===== src/rtl/alu_multiplier_if.sv =====
// Multiply-path handshake bundle: start/operands in, busy/done/hi/lo back.
// Backpressure is start/busy only; the caller holds start until it sees acceptance.
interface alu_multiplier_if #(
    parameter int WIDTH = 32
);
    logic             start;
    logic [WIDTH-1:0] multiplicand;
    logic [WIDTH-1:0] multiplier;
    logic             busy;
    logic             done;
    logic [WIDTH-1:0] hi;
    logic [WIDTH-1:0] lo;

    modport master (
        output start, multiplicand, multiplier,
        input  busy, done, hi, lo
    );

    modport slave (
        input  start, multiplicand, multiplier,
        output busy, done, hi, lo
    );
endinterface


===== src/rtl/alu_multiplier.sv =====
// Radix-4 Booth signed multiplier, one digit per clock; result WIDTH/2 edges after acceptance.
// No queueing: start is ignored while busy, accepted again only in IDLE or the DONE cycle.
module alu_multiplier #(
    parameter int WIDTH = 32
) (
    input  logic                  clk,
    input  logic                  clr,
    alu_multiplier_if.slave       bus
);
    localparam int STEPS = WIDTH / 2;
    localparam int AW    = WIDTH + 2;
    localparam int RW    = AW + WIDTH;
    localparam int CW    = (STEPS > 1) ? $clog2(STEPS) : 1;
    localparam logic [CW-1:0] LAST = CW'(STEPS - 1);

    typedef enum logic [1:0] {
        S_IDLE,
        S_RUN,
        S_DONE
    } state_t;

    state_t           state_q, state_d;
    logic [CW-1:0]    cnt_q, cnt_d;
    logic [RW-1:0]    prod_q, prod_d;
    logic             qm1_q, qm1_d;
    logic [WIDTH-1:0] m_q, m_d;
    logic [WIDTH-1:0] hi_q, hi_d;
    logic [WIDTH-1:0] lo_q, lo_d;

    logic [2:0]       triplet;
    logic [AW-1:0]    m_ext;
    logic [AW-1:0]    addend;
    logic [AW-1:0]    sum;
    logic [RW-1:0]    step_prod;

    // Booth digit selection and one accumulate-then-shift step.
    always_comb begin
        triplet = {prod_q[1], prod_q[0], qm1_q};
        m_ext   = {{2{m_q[WIDTH-1]}}, m_q};
        addend  = '0;
        case (triplet)
            3'b001, 3'b010: addend = m_ext;
            3'b011:         addend = m_ext << 1;
            3'b100:         addend = -(m_ext << 1);
            3'b101, 3'b110: addend = -m_ext;
            default:        addend = '0;
        endcase
        sum       = prod_q[RW-1:WIDTH] + addend;
        step_prod = {{2{sum[AW-1]}}, sum, prod_q[WIDTH-1:2]};
    end

    always_comb begin
        state_d = state_q;
        cnt_d   = cnt_q;
        prod_d  = prod_q;
        qm1_d   = qm1_q;
        m_d     = m_q;
        hi_d    = hi_q;
        lo_d    = lo_q;
        case (state_q)
            S_IDLE, S_DONE: begin
                if (bus.start) begin
                    state_d = S_RUN;
                    m_d     = bus.multiplicand;
                    prod_d  = {{AW{1'b0}}, bus.multiplier};
                    qm1_d   = 1'b0;
                    cnt_d   = '0;
                end else begin
                    state_d = S_IDLE;
                end
            end
            S_RUN: begin
                prod_d = step_prod;
                qm1_d  = prod_q[1];
                cnt_d  = cnt_q + CW'(1);
                if (cnt_q == LAST) begin
                    state_d = S_DONE;
                    hi_d    = step_prod[2*WIDTH-1:WIDTH];
                    lo_d    = step_prod[WIDTH-1:0];
                end
            end
            default: state_d = S_IDLE;
        endcase
    end

    always_ff @(posedge clk) begin
        if (clr) begin
            state_q <= S_IDLE;
            cnt_q   <= '0;
            prod_q  <= '0;
            qm1_q   <= 1'b0;
            m_q     <= '0;
            hi_q    <= '0;
            lo_q    <= '0;
        end else begin
            state_q <= state_d;
            cnt_q   <= cnt_d;
            prod_q  <= prod_d;
            qm1_q   <= qm1_d;
            m_q     <= m_d;
            hi_q    <= hi_d;
            lo_q    <= lo_d;
        end
    end

    assign bus.busy = (state_q == S_RUN);
    assign bus.done = (state_q == S_DONE);
    assign bus.hi   = hi_q;
    assign bus.lo   = lo_q;
endmodule


===== src/flat_wrapper.sv =====
// flat-port wrapper written by rule: the top's interface ports become plain ports
module alu_multiplier_flat 
#(
    parameter int WIDTH = 32
)
  (clk, clr, bus_start, bus_multiplicand, bus_multiplier, bus_busy, bus_done, bus_hi, bus_lo);
  alu_multiplier_if #(.WIDTH(WIDTH)) bus_i ();
  input  logic clk;
  input  logic clr;
  input wire logic [$bits(bus_i.start)-1:0] bus_start;
  input wire logic [$bits(bus_i.multiplicand)-1:0] bus_multiplicand;
  input wire logic [$bits(bus_i.multiplier)-1:0] bus_multiplier;
  output wire logic [$bits(bus_i.busy)-1:0] bus_busy;
  output wire logic [$bits(bus_i.done)-1:0] bus_done;
  output wire logic [$bits(bus_i.hi)-1:0] bus_hi;
  output wire logic [$bits(bus_i.lo)-1:0] bus_lo;
  assign bus_i.start = bus_start;
  assign bus_i.multiplicand = bus_multiplicand;
  assign bus_i.multiplier = bus_multiplier;
  assign bus_busy = bus_i.busy;
  assign bus_done = bus_i.done;
  assign bus_hi = bus_i.hi;
  assign bus_lo = bus_i.lo;
  alu_multiplier #(.WIDTH(WIDTH)) u_core (.clk(clk), .clr(clr), .bus(bus_i));
endmodule

===== config.mk =====
export PLATFORM = sky130hd
export DESIGN_NAME = alu_multiplier_flat
export DESIGN_NICKNAME = d
export VERILOG_FILES = /design/src/rtl/alu_multiplier_if.sv /design/src/rtl/alu_multiplier.sv /design/src/flat_wrapper.sv
export SDC_FILE = /design/constraint.sdc
export NUM_CORES = 1
export LEC_CHECK = 0
export ABC_AREA = 1
export CORE_MARGIN = 1
export CORE_UTILIZATION = 56
export DETAILED_ROUTE_END_ITERATION = 10
export GPL_TIMING_DRIVEN = 0
export PLACE_DENSITY_LB_ADDON = 0.2
export SETUP_SLACK_MARGIN = 0.15
export SLEW_MARGIN = 20
export SYNTH_ARGS = -nofsm -noshare
export SYNTH_HDL_FRONTEND = slang
export SYNTH_SLANG_ARGS = --single-unit

===== constraint.sdc =====
create_clock -name clk -period 4.2 [get_ports clk]
set_clock_uncertainty 0.05 [all_clocks]
set_input_delay 0.42 -clock clk [delete_from_list [all_inputs] [get_ports clk]]
set_output_delay 0.42 -clock clk [all_outputs]
set_load 0.01 [all_outputs]

==> metrics.yaml <==
timing:
  grt_setup_unrepaired: "yes"
  slew_viol_final: 0
  hold_violations: 0
  setup_tns_ps: 0
  fmax_mhz: 268
  layout_setup_ws_ps: 466
  final.min_clock_period_ps: 3730
  worst_slew_pin_slew_ps: 772
  setup_viol: 0
  min_period_over_period: 0.889
  maxSlewHeadroom: 0.485
setup_path:
  critPathCaptureType: "register"
  arrival_ps: 4030
  critPathTopFamily: "simple AND/OR/NAND/NOR gates"
  crit_chain: "inv_1 > ha_1 > nand2_2 > nor2_4 > nand2_2 > nor3_2 > xor2_1 > o2111ai_1 > ha_1 > nand2_1 > nor2_1 > nand2_1 > nor2_1 > nand3_1 > nand3_1 > nand3_1 > nand2_1 > nand2_1 > nand2_1 > inv_1"
  slowest_stage: "ha_1"
  slowest_delay_ps: 480
  start_kind: "register"
  cp.required_ps: 4490
  cp_max_fo: 5
  cp_common_cell: "nand2_1"
  critPathBufInv: 2
  crit_type: "register to register"
  rrSetupSlack_ps: 470
floorplanning:
  die_w_um: 135
  ioPinCount: 133
  die_h_um: 135
  core_region_area_um2: 17200
  initial_core_util: 0.572
  die-area_um2: 18100
  rows: 48
placement:
  place_congestion: 0.961
  port_buffers: 131
  dp_hpwl_um: 24100
  place_ws_ps: 365
clock_tree:
  numCtsBuffers: 17
  clock_latency_ps: 440
  clkTransAtPathRegs_ps: 70
  cts_sinks: 167
  cts_tree: "yes"
  htreeDepth: 4
  clk_path_buf_depth: 2
  cts-hold-fix-buffers: 0
  root_buffer: "clkbuf_16"
layout:
  fillers: 1524
  regArea_um2: 3340
  final_cell_mix: "305 x nand2_1, 218 x nor2_1, 168 x inv_1"
  drive_above_1_share: 0.0596
  antenna_cells: 0
  fin_nets: 1736
  areaGrowthSynthToFinish_pct: 22.8
  multi_input_area_um2: 5590
  layout_commonest_cell: "nand2_1"
flow_run:
  max-cap-violations: 0
drt:
  drtAntennaViolNets: 0
  wl_per_cell_um: 16.8
  vias_per_cell: 5.61
  wl_um: 31300
  via_count: 10500
  drc_errors: 0
  drtPass1Iterations: 7
  drtIter0Drc: 961
grt:
  grt_pass1_wl_um: 48500
  antenna_found_initial: 0
  grt_max_degree: 17
  grt_use_total: 0.347
  grt_pass1_vias: 9529
  gr-total-overflow: 0
logic_synthesis:
  synth_top_area_cell: "dfxtp_1"
  yosysWarningCount: 0
  netlist_area_um2: 9860
  syn_area_per_cell_um2: 6.66
  synth-edff-count: 0
  synth_top_cell_area_share: 0.339
  ys_seq_area_frac: 0.339
  async_reset_ff_frac: 0
  syn_inst: 1481
  synth_nets: 1584
  ys.flop_type: "dfxtp_1"
  yosys_register_bits: 167
  yosysUniqueCellTypes: 46
  synthTopCellsByArea: "dfxtp_1 34%, nand2_1 12%, nor2_1 8.4%"
power:
  combinationalPowerShare: 0.180
  pwr-share-seq: 0.406
  p_int_uw: 2920
  total_power_uw: 4190
  power.share.clock: 0.415
  p_switching_uw: 1270
  p_leak_uw: 0.00534
  ir_drop_mv: 0.311
  sw_frac_of_total: 0.303
  cellPowerDensity_nw_per_um2: 346
status:
  status: "completed"
hold_path:
  hold_path_class: "input port to register"
worst paths after layout:
path	startpoint	to	depth (start not counted)
max reg2reg	u_core.m_q[0]	u_core.bus.hi[31]	20
max	u_core.m_q[0]	u_core.bus.hi[31]	20
min reg2reg	u_core.prod_q[53]	u_core.prod_q[53]	2
min	clr	u_core.state_q[1]	2
layout make-up:
type	instances	area share
Buffer	64	0.0211
Clock buffer	17	0.0351
Clock inverter	14	0.0172
Inverter	180	0.0559
Multi-Input combinational cell	1070	0.462
Sequential cell	167	0.276
Tap cell	225	0.0232
Timing Repair Buffer	133	0.110
Yosys cell counts, drive strengths merged (12+ instances only):
cell type / n
dfxtp: 167
o22ai: 12
o21ai: 120
nor2: 231
a221oi: 36
buf: 14
nand3: 97
inv: 179
ha: 35
clkbuf: 50
nand2: 317
nand4: 14
xor2: 40
a21oi: 107
logic make-up after synthesis:
logic type,after synthesis,synth area share
AO/OA/AOI/OAI,313,0.190
XOR/XNOR,43,0.0382
adder cells (fa/ha/maj),36,0.0464
buffers and inverters,244,0.0944
flip-flops,167,0.339
AND/OR/NAND/NOR,678,0.292
state kept, by name (all words and copies together), names as in the netlist:
name / flops
u_core.bus.hi: 32
u_core.state_q: 2
u_core.cnt_q: 4
u_core.bus.lo: 32
u_core.m_q: 32
u_core.prod_q: 64
u_core.qm1_q: 1
stage by stage:
| step | instances | area [um2] | hold WS (ps) | utilization |
|---|---|---|---|---|
| global placement | 1837 | 11500 | 403 | 0.664 |
| CTS | 1868 | 12100 | 313 | 0.701 |
| global route | 1870 | 12100 | 348 | 0.703 |
| finish | 1870 | 12100 | 320 | 0.703 |
| detailed placement | 1837 | 11500 | 410 | 0.664 |
| floorplan | 1481 | 9860 | 386 | - |
power by group through the flow:
stage / Clock (uW) / Sequential [uW] / Combinational [uW]
finish: 1740 / 1700 / 751
global route: 1800 / 1700 / 825
CTS: 1740 / 1700 / 732
detailed placement: 0 / 1730 / 726
global placement: 0 / 1730 / 718
floorplan: 0 / 1720 / 489
repair_timing:
action	4_1_cts	5_1_grt
resized for setup	0	5
endpoints found under the setup margin	0	33
setup buffers	0	2
per-layer routing:
layer	vias up	global-route usage	share of wire	wire length, um
met5	-	0	0	0
met4	0	0.144	0.034	1050
met3	74	0.0706	0.079	2480
met2	393	0.541	0.44	13900
met1	4854	0.466	0.44	13900
li1	5178	-	-	-
(Power assumes the default switching activity.)
